===== src/rtl/decode_pkg.sv =====
// Shared constants for the RV32I decode stage: major opcodes, funct3 codes,
// ALU operation encodings and immediate field widths.
package decode_pkg;

    localparam logic [6:0] OPC_OP     = 7'b0110011;
    localparam logic [6:0] OPC_OP_IMM = 7'b0010011;
    localparam logic [6:0] OPC_LOAD   = 7'b0000011;
    localparam logic [6:0] OPC_STORE  = 7'b0100011;
    localparam logic [6:0] OPC_BRANCH = 7'b1100011;
    localparam logic [6:0] OPC_LUI    = 7'b0110111;
    localparam logic [6:0] OPC_AUIPC  = 7'b0010111;
    localparam logic [6:0] OPC_JAL    = 7'b1101111;
    localparam logic [6:0] OPC_JALR   = 7'b1100111;

    localparam logic [2:0] F3_ADD  = 3'b000;
    localparam logic [2:0] F3_SLL  = 3'b001;
    localparam logic [2:0] F3_SLT  = 3'b010;
    localparam logic [2:0] F3_SLTU = 3'b011;
    localparam logic [2:0] F3_XOR  = 3'b100;
    localparam logic [2:0] F3_SR   = 3'b101;
    localparam logic [2:0] F3_OR   = 3'b110;
    localparam logic [2:0] F3_AND  = 3'b111;

    typedef enum logic [3:0] {
        ALU_ADD    = 4'd0,
        ALU_SUB    = 4'd1,
        ALU_SLL    = 4'd2,
        ALU_SLT    = 4'd3,
        ALU_SLTU   = 4'd4,
        ALU_XOR    = 4'd5,
        ALU_SRL    = 4'd6,
        ALU_SRA    = 4'd7,
        ALU_OR     = 4'd8,
        ALU_AND    = 4'd9,
        ALU_PASS_B = 4'd10
    } alu_op_e;

    localparam int IMM_I_W = 12;
    localparam int IMM_S_W = 12;
    localparam int IMM_B_W = 13;
    localparam int IMM_U_W = 32;
    localparam int IMM_J_W = 21;

    // alt selects sub for funct3=000 and sra for funct3=101.
    function automatic alu_op_e alu_from_funct3(input logic [2:0] f3, input logic alt);
        alu_op_e op;
        case (f3)
            F3_ADD:  op = alt ? ALU_SUB : ALU_ADD;
            F3_SLL:  op = ALU_SLL;
            F3_SLT:  op = ALU_SLT;
            F3_SLTU: op = ALU_SLTU;
            F3_XOR:  op = ALU_XOR;
            F3_SR:   op = alt ? ALU_SRA : ALU_SRL;
            F3_OR:   op = ALU_OR;
            default: op = ALU_AND;
        endcase
        return op;
    endfunction

endpackage


===== src/rtl/decode_fields.sv =====
// Combinational RV32I instruction decoder.
// Ports: instr (in) -> register indices, alu_op, sign-extended imm, control
// strobes, illegal flag, and uses_rs1/uses_rs2 for hazard detection.
module decode_fields
    import decode_pkg::*;
#(
    parameter int XLEN     = 32,
    parameter int REG_AW   = 5,
    parameter int ALU_OP_W = 4
) (
    input  logic [31:0]         instr,
    output logic [REG_AW-1:0]   rs1,
    output logic [REG_AW-1:0]   rs2,
    output logic [REG_AW-1:0]   rd,
    output logic [ALU_OP_W-1:0] alu_op,
    output logic [XLEN-1:0]     imm,
    output logic                alu_src,
    output logic                rw_sel,
    output logic                mr_sel,
    output logic                mw_sel,
    output logic                mtr_sel,
    output logic                branch_sel,
    output logic                jump_sel,
    output logic                illegal,
    output logic                uses_rs1,
    output logic                uses_rs2
);

    logic [6:0]  opcode;
    logic [2:0]  funct3;
    logic [31:0] imm_i, imm_s, imm_b, imm_u, imm_j, imm32;
    alu_op_e     op;

    assign opcode = instr[6:0];
    assign funct3 = instr[14:12];

    assign rs1 = REG_AW'(instr[19:15]);
    assign rs2 = REG_AW'(instr[24:20]);
    assign rd  = REG_AW'(instr[11:7]);

    assign imm_i = {{(32-IMM_I_W){instr[31]}}, instr[31:20]};
    assign imm_s = {{(32-IMM_S_W){instr[31]}}, instr[31:25], instr[11:7]};
    assign imm_b = {{(32-IMM_B_W){instr[31]}}, instr[31], instr[7], instr[30:25], instr[11:8], 1'b0};
    assign imm_u = {instr[31:12], {(IMM_U_W-20){1'b0}}};
    assign imm_j = {{(32-IMM_J_W){instr[31]}}, instr[31], instr[19:12], instr[20], instr[30:21], 1'b0};

    always_comb begin
        op         = ALU_ADD;
        imm32      = '0;
        alu_src    = 1'b0;
        rw_sel     = 1'b0;
        mr_sel     = 1'b0;
        mw_sel     = 1'b0;
        mtr_sel    = 1'b0;
        branch_sel = 1'b0;
        jump_sel   = 1'b0;
        illegal    = 1'b0;
        case (opcode)
            OPC_OP: begin
                op     = alu_from_funct3(funct3, instr[30]);
                rw_sel = 1'b1;
            end
            OPC_OP_IMM: begin
                // addi has no subtract form; only the shift-right honours bit 30
                op      = alu_from_funct3(funct3, instr[30] && (funct3 == F3_SR));
                imm32   = imm_i;
                alu_src = 1'b1;
                rw_sel  = 1'b1;
            end
            OPC_LOAD: begin
                imm32   = imm_i;
                alu_src = 1'b1;
                mr_sel  = 1'b1;
                mtr_sel = 1'b1;
                rw_sel  = 1'b1;
            end
            OPC_STORE: begin
                imm32   = imm_s;
                alu_src = 1'b1;
                mw_sel  = 1'b1;
            end
            OPC_BRANCH: begin
                op         = ALU_SUB;
                imm32      = imm_b;
                branch_sel = 1'b1;
            end
            OPC_LUI: begin
                op      = ALU_PASS_B;
                imm32   = imm_u;
                alu_src = 1'b1;
                rw_sel  = 1'b1;
            end
            OPC_AUIPC: begin
                imm32   = imm_u;
                alu_src = 1'b1;
                rw_sel  = 1'b1;
            end
            OPC_JAL: begin
                imm32    = imm_j;
                jump_sel = 1'b1;
                rw_sel   = 1'b1;
            end
            OPC_JALR: begin
                imm32    = imm_i;
                alu_src  = 1'b1;
                jump_sel = 1'b1;
                rw_sel   = 1'b1;
            end
            default: illegal = 1'b1;
        endcase
    end

    assign alu_op = ALU_OP_W'(op);
    assign imm    = XLEN'($signed(imm32));

    assign uses_rs1 = !((opcode == OPC_LUI) || (opcode == OPC_AUIPC) || (opcode == OPC_JAL));
    assign uses_rs2 = (opcode == OPC_OP) || (opcode == OPC_STORE) || (opcode == OPC_BRANCH);

endmodule


===== src/rtl/decode_stage.sv =====
// Registered decode pipeline stage between fetch and execute.
// Ports: clk/rst (sync, active-high); fetch side in_valid/in_ready/in_instr/
// in_pc; flush; execute side out_valid/out_ready plus the decoded bundle
// (out_pc, rs1, rs2, rd, alu_op, imm, control strobes, illegal).
// A load followed by a dependent instruction stalls intake for one cycle.
module decode_stage
    import decode_pkg::*;
#(
    parameter int XLEN     = 32,
    parameter int REG_AW   = 5,
    parameter int ALU_OP_W = 4
) (
    input  logic                clk,
    input  logic                rst,
    input  logic                in_valid,
    output logic                in_ready,
    input  logic [31:0]         in_instr,
    input  logic [XLEN-1:0]     in_pc,
    input  logic                flush,
    output logic                out_valid,
    input  logic                out_ready,
    output logic [XLEN-1:0]     out_pc,
    output logic [REG_AW-1:0]   rs1,
    output logic [REG_AW-1:0]   rs2,
    output logic [REG_AW-1:0]   rd,
    output logic [ALU_OP_W-1:0] alu_op,
    output logic [XLEN-1:0]     imm,
    output logic                alu_src,
    output logic                rw_sel,
    output logic                mr_sel,
    output logic                mw_sel,
    output logic                mtr_sel,
    output logic                branch_sel,
    output logic                jump_sel,
    output logic                illegal
);

    logic [REG_AW-1:0]   f_rs1, f_rs2, f_rd;
    logic [ALU_OP_W-1:0] f_alu_op;
    logic [XLEN-1:0]     f_imm;
    logic f_alu_src, f_rw_sel, f_mr_sel, f_mw_sel, f_mtr_sel;
    logic f_branch_sel, f_jump_sel, f_illegal, f_uses_rs1, f_uses_rs2;
    logic haz;

    decode_fields #(
        .XLEN     (XLEN),
        .REG_AW   (REG_AW),
        .ALU_OP_W (ALU_OP_W)
    ) u_fields (
        .instr      (in_instr),
        .rs1        (f_rs1),
        .rs2        (f_rs2),
        .rd         (f_rd),
        .alu_op     (f_alu_op),
        .imm        (f_imm),
        .alu_src    (f_alu_src),
        .rw_sel     (f_rw_sel),
        .mr_sel     (f_mr_sel),
        .mw_sel     (f_mw_sel),
        .mtr_sel    (f_mtr_sel),
        .branch_sel (f_branch_sel),
        .jump_sel   (f_jump_sel),
        .illegal    (f_illegal),
        .uses_rs1   (f_uses_rs1),
        .uses_rs2   (f_uses_rs2)
    );

    // Held load whose result the incoming instruction reads; x0 never counts.
    assign haz = out_valid && mr_sel && (rd != '0) && in_valid &&
                 ((f_uses_rs1 && (f_rs1 == rd)) || (f_uses_rs2 && (f_rs2 == rd)));

    assign in_ready = !flush && !haz && (!out_valid || out_ready);

    always_ff @(posedge clk) begin
        if (rst) begin
            out_valid  <= 1'b0;
            out_pc     <= '0;
            rs1        <= '0;
            rs2        <= '0;
            rd         <= '0;
            alu_op     <= '0;
            imm        <= '0;
            alu_src    <= 1'b0;
            rw_sel     <= 1'b0;
            mr_sel     <= 1'b0;
            mw_sel     <= 1'b0;
            mtr_sel    <= 1'b0;
            branch_sel <= 1'b0;
            jump_sel   <= 1'b0;
            illegal    <= 1'b0;
        end else if (flush) begin
            out_valid <= 1'b0;
        end else if (in_valid && in_ready) begin
            out_valid  <= 1'b1;
            out_pc     <= in_pc;
            rs1        <= f_rs1;
            rs2        <= f_rs2;
            rd         <= f_rd;
            alu_op     <= f_alu_op;
            imm        <= f_imm;
            alu_src    <= f_alu_src;
            rw_sel     <= f_rw_sel;
            mr_sel     <= f_mr_sel;
            mw_sel     <= f_mw_sel;
            mtr_sel    <= f_mtr_sel;
            branch_sel <= f_branch_sel;
            jump_sel   <= f_jump_sel;
            illegal    <= f_illegal;
        end else if (out_ready) begin
            out_valid <= 1'b0;
        end
    end

endmodule

===== config.mk =====
export PLATFORM = sky130hd
export DESIGN_NAME = decode_stage
export DESIGN_NICKNAME = d
export VERILOG_FILES = /design/src/rtl/decode_pkg.sv /design/src/rtl/decode_fields.sv /design/src/rtl/decode_stage.sv
export SDC_FILE = /design/constraint.sdc
export NUM_CORES = 1
export LEC_CHECK = 0
export BUFFER_PORTS_ARGS = -buffer_cell sky130_fd_sc_hd__clkbuf_2
export CORE_AREA = 2 2 133 135
export DETAILED_ROUTE_END_ITERATION = 10
export DIE_AREA = 0 0 135 137
export GPL_TIMING_DRIVEN = 0
export PLACE_DENSITY_LB_ADDON = 0.1
export SLEW_MARGIN = 20
export SYNTH_ARGS = -nofsm -noshare
export SYNTH_HDL_FRONTEND = slang
export SYNTH_HIERARCHICAL = 1
export SYNTH_SLANG_ARGS = --single-unit

===== constraint.sdc =====
create_clock -name clk -period 2.5 [get_ports clk]
set_input_delay 0.375 -clock clk [delete_from_list [all_inputs] [get_ports clk]]
set_output_delay 0.375 -clock clk [all_outputs]
set_load 0.01 [all_outputs]

==> results of run 1 <==
## final timing paths
kind,from,end,slack [ps],depth (start not counted)
setup / recovery,rd[1],in_ready,60,6
hold / removal,flush,out_valid,210,2
setup reg to reg,out_valid,jump_sel,240,6
hold reg to reg,imm[15],imm[15],510,2
## metrics by stage
step | instance area [um^2] | hold WS [ps]
6_report | 7256 | 214.0
5_1_grt | 7256 | 214.8
4_1_cts | 7224 | 207.3
3_5_place_dp | 6915 | 493.9
3_3_place_gp | 6915 | 494.7
2_1_floorplan | 5838 | 447.8
## area by class of cell
| class | count | share of cell area, % |
|---|---|---|
| tap | 225 | 3.880 |
| clock buffer | 11 | 3.345 |
| multi-input combinational | 481 | 46.73 |
| inverter | 7 | 0.3621 |
| sequential | 92 | 25.52 |
| clock inverter | 3 | 0.2069 |
| timing repair buffer | 163 | 11.47 |
| buffer | 110 | 8.484 |
## flip-flops by register name (all words and copies together) (netlist names)
register,flops
illegal,1
out_pc,32
rs2,5
rw_sel,1
alu_op,4
rd,5
alu_src,1
mw_sel,1
imm,32
branch_sel,1
mr_sel,1
out_valid,1
rs1,5
mtr_sel,1
jump_sel,1
## per-layer routing
metal,routed length [um],part of all wire [%],track usage (%),up-vias
li1,-,-,-,3104
met1,10160,47,32.33,3047
met2,9762,45,35.42,242
met3,1196,5.5,3.815,31
met4,494,2.3,8.333,0
met5,0,0,0,-
## cells by family after synthesis
group           count (synthesis)  synth area share (%)
simple gates                  238                 21.97
mux                             1                0.1715
flops                          92                 31.55
buf+inv                       117                 10.82
xor+xnor                       10                 1.500
compound gates                232                 33.99
## synthesized netlist by cell type, types with 3 or more instances
| master | count |
|---|---|
| nand2b_1 | 4 |
| a21o_1 | 19 |
| nand2_1 | 101 |
| a41oi_1 | 91 |
| buf_6 | 11 |
| and3_1 | 92 |
| a22o_1 | 4 |
| buf_4 | 28 |
| nand3_1 | 3 |
| inv_1 | 7 |
| xnor2_1 | 10 |
| o2111ai_1 | 91 |
| and2_1 | 5 |
| dfxtp_1 | 92 |
| nor3_1 | 3 |
| clkbuf_1 | 67 |
| nor2_1 | 8 |
| buf_2 | 4 |
| a21oi_1 | 6 |
## critical path: cells and delay by family (launching register included)
family,cells,cell delay (ps)
simple gates,1,560
compound gates,2,420
buf+inv,3,380
flops,1,340
## power by group through the flow
stage | sequential, uW | clock, uW | combinational, uW
6_report | 1550 | 1280 | 527
2_1_floorplan | 1590 | 0 | 273
5_1_grt | 1550 | 1350 | 575
3_5_place_dp | 1580 | 0 | 507
3_3_place_gp | 1580 | 0 | 496
4_1_cts | 1540 | 1310 | 517
## repair_timing
| item | in CTS | in global routing |
|---|---|---|
| setup endpoints to repair | 1 | 1 |
| resized for setup | 10 | 5 |
| setup buffers | 3 | 1 |
| cloned | 0 | 0 |
| pin swaps | 0 | 4 |
==> out/metrics.csv, run 1 <==
stage,metric,value,unit
sta,worst slew pin tran,1102,ps
worst_setup_path,type of origin of the critical path,register,
power_and_ir_drop,Flop pwr share,46.0,%
logic_synthesis,syn nets,759,
global_route,grt ovf,0,
power_and_ir_drop,Leak,0.003660,uW
flow_run,Max-cap violations,0,
power_and_ir_drop,Switching Share,28.85,%
clocking,"Reg clk slew, reported paths",70,ps
power_and_ir_drop,Int Pwr,2388,uW
route,Post-DRT Antenna Nets,0,
power_and_ir_drop,power density over cell area,462.5,nW/um^2
worst_setup_path,critical path cell sequence,"or4_4, o211a_4, buf_12, buf_6, a31oi_4, buf_6",
floorplanning,Core ar.,17060,um^2
power_and_ir_drop,Clock Power Share,38.2,%
logic_synthesis,ys async rst share,0,%
sta,final setup margin,63.06,ps
logic_synthesis,sequential fraction of the synthesis area,31.55,%
worst_setup_path,cell repeated most along the worst path,buf_6,
worst_setup_path,CP Class,register to output pin,
finish,"commonest non-fill, non-tap cells in the layout","clkbuf_2, nand2_1, and3_1, o2111ai_1, a41oi_1",
sta,TNS Setup,0,ps
sta,Tmin final,2437,ps
floorplanning,Die Span Y,137,um
global_route,first-pass GRT wire length,33380,um
power_and_ir_drop,Switching Power,968.2,uW
logic_synthesis,Synth top area share,31.55,%
finish,area used by multi-input combinational logic,3391,um^2
logic_synthesis,Synth area leaders,"dfxtp_1, a41oi_1, o2111ai_1",
finish,share of layout cells above drive strength 1,27.57,%
placed_design,RePlAce Congestion,0.8687,
sta,# setup viols final,0,
logic_synthesis,Post-synth EDFFs,0,
route,Post-Route WL,21610,um
sta,post-route clock period utilization,97.48,%
finish,P&R area growth vs syn,24.28,%
global_route,initial antenna violation count,0,
worst_setup_path,CP Max Fanout,10,
clocking,Hold Buf Count CTS,0,
route,vias post-DR,6424,
route,drt drc,0,
route,Wirelength per Cell,19.79,um
global_route,pin count of the biggest net entering global routing,14,
logic_synthesis,"Warnings, synthesis",6,
sta,count of final hold-check violations,0,
global_route,vias in the first global route,6098,
floorplanning,Initial Util,34.23,%
floorplanning,Chip Width,135,um
sta,fmax,410.4,MHz
placed_design,Port Buffer Count,159,
route,Vias per Instance,5.883,
floorplanning,die outline area,18500,um^2
floorplanning,# rows,48,
power_and_ir_drop,Pwr Total,3356,uW
sta,Max transition margin,26.27,%
logic_synthesis,Yosys reg bits,92,
worst_setup_path,critical path required time,2120,ps
sta,"Slew Viols, Final",0,
clocking,CTS tree,yes,
run_status,status,completed,
floorplanning,top-level I/O count,162,
route,first-pass detailed-route iteration total,5,
hold_path,Min-Delay Path Class,input port to register,
finish,nets,933,
clocking,H-tree depth,3,
clocking,TritonCTS buffer count,9,
worst_setup_path,CP Capture Type,output pin,
worst_setup_path,slowest CP cell,or4_4,
logic_synthesis,ys flop type,dfxtp_1,
finish,"commonest non-fill, non-tap cell in the layout",clkbuf_2,
logic_synthesis,"Cell Area, Synth",5838,um^2
logic_synthesis,Cell variety after synth,57,
placed_design,Post-DP HPWL,15560,um
clocking,clock tree buffer depth,2,
route,DR iter-0 viols,637,
finish,register area,1852,um^2
finish,final core utilization,42.54,%
sta,RSZ-0062 raised after global routing,no,
sta,skew final,10.82,ps
logic_synthesis,largest area contributor in the netlist,dfxtp_1,
logic_synthesis,Syn Area/Cell,8.461,um^2
power_and_ir_drop,Comb pwr share,15.7,%
clocking,Clock Sinks,92,
worst_setup_path,peak per-stage delay on the critical path,560,ps
placed_design,placed instance count,1074,
clocking,Clock Latency Late Sink,360,ps
finish,final cell count without fillers,1092,
finish,Antenna diodes,0,
finish,fillers,1733,
clocking,clk root buf,clkbuf_16,
placed_design,"worst slack, placed",-81.64,ps
worst_setup_path,Worst Path Arrival,2060,ps
global_route,Total GRT Usage,22.99,%
logic_synthesis,synthesized instance count,690,
power_and_ir_drop,peak supply drop,0.0002932,V
No activity file was read; power rests on OpenSTA's default activity.
==> inputs of run 2 (changes only) <==
==> constraint.sdc (replaced) <==
create_clock -name clk -period 2.5 [get_ports clk]
set_input_delay 0.125 -clock clk [delete_from_list [all_inputs] [get_ports clk]]
set_output_delay 0.125 -clock clk [all_outputs]
set_load 0.01 [all_outputs]
==> run 2 against run 1 <==
Compared with the run above:
- cell area about the same
- clock power about the same
- die area unchanged
- register-to-register slack got worse by 130 ps
- clock-buffer cell count unchanged
- via count increased by 1.2%
- global-route usage decreased by 0.071 points
- wire length increased by 0.29%
- flip-flop and latch count unchanged
- non-clock buffer count increased by 4
- critical endpoint unchanged
==> out/metrics.csv, run 2 (synthesis gave the netlist of run 1 again) <==
stage,metric,value,unit,change
route,Post-Route WL,21680,um,+0.29%
route,vias post-DR,6501,,+1.2%
finish,nets,937,,+0.43%
clocking,Setup Buffers After CTS,0,,-3
sta,RSZ-0062 raised after global routing,yes,,
clocking,CTS tree,yes,,
floorplanning,die outline area,18500,um^2,unchanged
worst_setup_path,cell repeated most along the worst path,buf_6,,
worst_setup_path,CP Class,register to output pin,,
finish,share of layout cells above drive strength 1,26.29,%,-1.3 points
flow_run,Max-cap violations,0,,unchanged
sta,# setup viols final,0,,unchanged
worst_setup_path,critical path cell sequence,"or4_1, o211a_1, buf_6, buf_6, a31oi_1, clkbuf_2",,
worst_setup_path,slowest CP cell,or4_1,,
finish,final cell count without fillers,1096,,+0.37%
power_and_ir_drop,power density over cell area,462.5,nW/um^2,about the same
finish,P&R area growth vs syn,24.39,%,about the same
finish,"commonest non-fill, non-tap cells in the layout","clkbuf_2, nand2_1, and3_1, dfxtp_1",,
global_route,initial antenna violation count,0,,unchanged
global_route,Total GRT Usage,22.92,%,-0.071 points
power_and_ir_drop,Pwr Total,3359,uW,about the same
power_and_ir_drop,peak supply drop,0.0002949,V,+0.60%
finish,"commonest non-fill, non-tap cell in the layout",clkbuf_2,,
sta,Max transition margin,25.66,%,-0.62 points
sta,count of final hold-check violations,0,,unchanged
sta,skew final,9.812,ps,-1.009 ps
route,Wirelength per Cell,19.78,um,about the same
route,first-pass detailed-route iteration total,5,,unchanged
floorplanning,Chip Width,135,um,unchanged
floorplanning,# rows,48,,unchanged
clocking,"Reg clk slew, reported paths",70,ps,about the same
worst_setup_path,CP Max Fanout,10,,unchanged
finish,Antenna diodes,0,,unchanged
worst_setup_path,peak per-stage delay on the critical path,610,ps,+50 ps
global_route,pin count of the biggest net entering global routing,14,,unchanged
global_route,vias in the first global route,6078,,-0.33%
sta,final setup margin,90.60,ps,+27.55 ps
sta,Tmin final,2409,ps,-27.55 ps
worst_setup_path,critical path required time,2380,ps,+260 ps
worst_setup_path,type of origin of the critical path,register,,
floorplanning,top-level I/O count,162,,unchanged
placed_design,"worst slack, placed",168.4,ps,+250.0 ps
clocking,H-tree depth,3,,unchanged
floorplanning,Die Span Y,137,um,unchanged
global_route,first-pass GRT wire length,33280,um,-0.29%
route,DR iter-0 viols,644,,+1.1%
finish,final core utilization,42.58,%,about the same
route,Post-DRT Antenna Nets,0,,unchanged
sta,"Slew Viols, Final",0,,unchanged
route,drt drc,0,,unchanged
clocking,Clock Latency Late Sink,360,ps,about the same
sta,worst slew pin tran,1111,ps,+9.198 ps
route,Vias per Instance,5.932,,+0.83%
sta,TNS Setup,0,ps,unchanged
finish,Largest regs,"imm: 32 flops, out_pc: 32 flops",,
placed_design,placed instance count,1074,,unchanged
clocking,clk root buf,clkbuf_16,,
sta,post-route clock period utilization,96.38,%,-1.1 points
run_status,status,completed,,
clocking,TritonCTS buffer count,9,,unchanged
placed_design,Port Buffer Count,159,,unchanged
worst_setup_path,Worst Path Arrival,2280,ps,+220 ps
hold_path,Min-Delay Path Class,input port to register,,
placed_design,RePlAce Congestion,0.8687,,unchanged
clocking,Clock Sinks,92,,unchanged
floorplanning,Initial Util,34.23,%,unchanged
power_and_ir_drop,Leak,0.003674,uW,+0.37%
global_route,grt ovf,0,,unchanged
clocking,clock tree buffer depth,2,,unchanged
placed_design,Post-DP HPWL,15560,um,unchanged
floorplanning,Core ar.,17060,um^2,unchanged
sta,fmax,415.0,MHz,+1.1%
worst_setup_path,CP Capture Type,output pin,,
-- run 2: cell types whose count changed in the layout (fill, tap and decap cells not counted), moves of 2 or more --
cell / change
dlygate4sd3_1: +8
buf_4: -4
dfxtp_1: +4
clkbuf_2: +2
dfxtp_2: -2
dfxtp_4: -2
-- run 2: final cells by class --
cell class,instances,area (um^2)
repair buffers,167,875.8
flip-flops and latches,92,1842
well taps,225,281.5
fillers,1741,9794
clock inverters,3,15.01
plain buffers,110,614.3
clock buffers,11,242.7
inverters,7,26.28
multi-input cells,481,3364
-- run 2: final timing paths --
kind	start	endpoint	cells after the start	slack, ps
max	rd[0]	in_ready	6	90
min	in_pc[14]	out_pc[14]	3	6
max reg2reg	rd[0]	out_valid	6	110
min reg2reg	imm[15]	imm[15]	2	510
-- run 2: worst max-delay path, delay by kind of cell (launching register included) --
| kind | cells | cell delay, ps |
|---|---|---|
| buf+inv | 3 | 480 |
| simple gates | 1 | 610 |
| flops | 1 | 390 |
| compound gates | 2 | 440 |
-- run 2: per-layer routing --
metal / part of all wire (%) / global-route usage [%] / vias to the layer above
met4: 2.4 / 8.507 / 0
met3: 6.0 / 3.815 / 31
met1: 46 / 32.13 / 3105
met5: 0 / 0 / -
li1: - / - / 3115
met2: 45 / 35.34 / 250
-- run 2: report_power, final --
| group | leakage [uW] | switching [uW] | internal, uW |
|---|---|---|---|
| logic | 0.00280 | 330 | 194 |
| clock network | 0.000131 | 600 | 686 |
| registers | 0.000747 | 38.8 | 1510 |
| total | 0.00367 | 969 | 2390 |
-- run 2: through the flow --
stage / instance area (um^2) / hold slack (ps)
after floorplan: 5838 / 197.8
after CTS: 7253 / 4.371
after global placement: 6915 / 328.7
after detailed placement: 6915 / 328.9
final: 7262 / 5.844
after global routing: 7262 / 9.840
-- run 2: what timing repair did --
item,in CTS,in global routing
endpoints found under the hold margin,7,0
setup endpoints to repair,0,90
gates resized for setup,0,7
hold buffers,8,0
==> inputs of run 3 (changes only) <==
- CORE_AREA: 2 2 133 135 -> 2 2 109 164
- DIE_AREA: 0 0 135 137 -> 0 0 111 166
- clock period: 2.5 -> 2 ns (I/O delays scaled with it)
==> run 3 against run 2 <==
Compared with the run above:
- the flow now finishes with violations (negative setup slack)
- largest power group unchanged
- setup slack got worse by 190 ps
- via count rose by 0.57%
- largest cell class unchanged
- highest routed layer unchanged
- combinational power rose by 37%
- total power rose by 36%
- cell area up 7.0%
==> out/metrics.csv, run 3 (synthesis gave the netlist of run 1 again) <==
stage,metric,value,unit,change
sta,skew final,8.232,ps,-1.579 ps
finish,register area,1853,um^2,+0.61%
placed_design,Post-DP HPWL,16070,um,+3.3%
sta,Max transition margin,49.52,%,+24 points
floorplanning,Core ar.,17050,um^2,about the same
route,first-pass detailed-route iteration total,5,,unchanged
clocking,clk root buf,clkbuf_16,,
finish,P&R area growth vs syn,33.13,%,
floorplanning,Die Span Y,166,um,+21%
worst_setup_path,CP Capture Type,output pin,,
clocking,Clock Sinks,92,,unchanged
hold_path,Min-Delay Path Class,input port to register,,
finish,share of layout cells above drive strength 1,30.64,%,+4.3 points
clocking,CTS tree,yes,,
run_status,status,"complete, but fails checks",,
sta,count of final hold-check violations,0,,unchanged
route,Vias per Instance,5.853,,-1.3%
floorplanning,top-level I/O count,162,,unchanged
sta,"Slew Viols, Final",0,,unchanged
finish,"commonest non-fill, non-tap cells in the layout","clkbuf_2, nand2_1, and3_1, o2111ai_1, dfxtp_1",,
floorplanning,# rows,59,,+23%
power_and_ir_drop,Leak,0.003892,uW,+5.9%
route,DR iter-0 viols,547,,-15%
clocking,H-tree depth,3,,unchanged
finish,fillers,1747,,+0.34%
clocking,"Reg clk slew, reported paths",70,ps,about the same
finish,Antenna diodes,0,,unchanged
sta,post-route clock period utilization,105.2,%,
sta,RSZ-0062 raised after global routing,yes,,
route,Post-Route WL,22080,um,+1.9%
finish,nets,968,,+3.3%
clocking,TritonCTS buffer count,9,,unchanged
power_and_ir_drop,power density over cell area,587.8,nW/um^2,+27%
global_route,initial antenna violation count,0,,unchanged
global_route,pin count of the biggest net entering global routing,17,,+3
power_and_ir_drop,Pwr Total,4569,uW,+36%
clocking,clock tree buffer depth,2,,unchanged
global_route,grt ovf,0,,unchanged
route,Post-DRT Antenna Nets,0,,unchanged
worst_setup_path,type of origin of the critical path,register,,
clocking,Clock Latency Late Sink,350,ps,about the same
finish,area used by multi-input combinational logic,3485,um^2,+3.6%
worst_setup_path,CP Max Fanout,3,,-7
worst_setup_path,critical path required time,1900,ps,-480 ps
global_route,Total GRT Usage,23.23,%,+0.31 points
finish,"commonest non-fill, non-tap cell in the layout",clkbuf_2,,
sta,fmax,475.5,MHz,
floorplanning,Initial Util,34.24,%,about the same
sta,hold_ws,13.04,ps,+7.196 ps
power_and_ir_drop,peak supply drop,0.0005233,V,+77%
finish,Largest regs,"imm: 32 flops, out_pc: 32 flops",,
flow_run,Max-cap violations,0,,unchanged
worst_setup_path,Worst Path Arrival,2000,ps,-280 ps
worst_setup_path,CP Class,register to output pin,,
global_route,vias in the first global route,6244,,+2.7%
finish,final cell count without fillers,1117,,+1.9%
floorplanning,Chip Width,111,um,-18%
run_status,failing checks,negative setup slack,,
sta,# setup viols final,71,,+71
route,Wirelength per Cell,19.76,um,about the same
placed_design,RePlAce Congestion,0.9310,,+7.2%
sta,Tmin final,2103,ps,
global_route,first-pass GRT wire length,34580,um,+3.9%
sta,final setup margin,-103.0,ps,-193.6 ps
route,drt drc,0,,unchanged
route,vias post-DR,6538,,+0.57%
sta,worst slew pin tran,738.0,ps,-373.0 ps
placed_design,Port Buffer Count,159,,unchanged
floorplanning,die outline area,18430,um^2,-0.37%
placed_design,placed instance count,1062,,-1.1%
## run 3: cell types whose count changed in the layout (fill, tap and decap cells not counted), moves of 4 or more
cell / before / now
dlygate4sd3_1: 8 / 32
clkbuf_1: 66 / 47
clkbuf_2: 161 / 172
a41oi_1: 91 / 82
a41oi_2: 0 / 9
buf_4: 28 / 37
dfxtp_1: 92 / 87
buf_2: 3 / 7
## run 3: layout make-up
cell class,instances,area share [%]
Buffer,110,8.355
Multi-Input combinational cell,481,44.83
Clock buffer,9,2.898
Clock inverter,7,1.272
Inverter,7,0.3381
Timing Repair Buffer,198,15.04
Tap cell,213,3.429
Sequential cell,92,23.84
## run 3: routing by layer
| layer | GRT usage [%] | vias up | routed length, um |
|---|---|---|---|
| met4 | 7.554 | 0 | 435 |
| met5 | 0 | - | 0 |
| met2 | 39.40 | 214 | 11020 |
| li1 | - | 3163 | - |
| met3 | 4.708 | 27 | 1138 |
| met1 | 29.47 | 3134 | 9479 |
## run 3: metrics by stage
step | TNS (ps) | setup WS (ps) | util [%] | cell area [um^2]
final | -2836 | -103.0 | 45.58 | 7772
after global routing | -6803 | -140.7 | 45.58 | 7772
after CTS | -5835 | -159.7 | 44.87 | 7652
after detailed placement | -25670 | -364.2 | 40.47 | 6900
after global placement | -24170 | -331.8 | 40.47 | 6900
after floorplan | 0 | 214.2 | - | 5838
## run 3: timing repair
| item | CTS | global route |
|---|---|---|
| hold endpoints to repair | 31 | 0 |
| gates resized for setup | 17 | 57 |
| setup endpoints to repair | 91 | 92 |
| pin swaps | 3 | 3 |
| buffers inserted | 6 | 1 |
| hold buffers | 32 | 0 |
## run 3: critical path: stages, from the launching register on
cell	delay [ps]
dfxtp_4	350
or4_4	550
o211a_4	260
buf_12	120
buf_8	110
a31oi_4	100
buf_2	140
## run 3: final timing paths
| path | startpoint | to | slack (ps) | depth (start not counted) |
|---|---|---|---|---|
| setup / recovery | rd[0] | in_ready | -100 | 6 |
| hold / removal | in_pc[17] | out_pc[17] | 10 | 3 |
| setup reg to reg | rd[0] | imm[2] | -80 | 7 |
| hold reg to reg | rs1[1] | rs1[1] | 520 | 2 |
## run 3: power by group
group	internal (uW)	total, uW	switching, uW	leakage (uW)
combinational	288	717	429	0.00299
sequential	1890	1930	49.4	0.000750
clock	1110	1920	811	0.000156
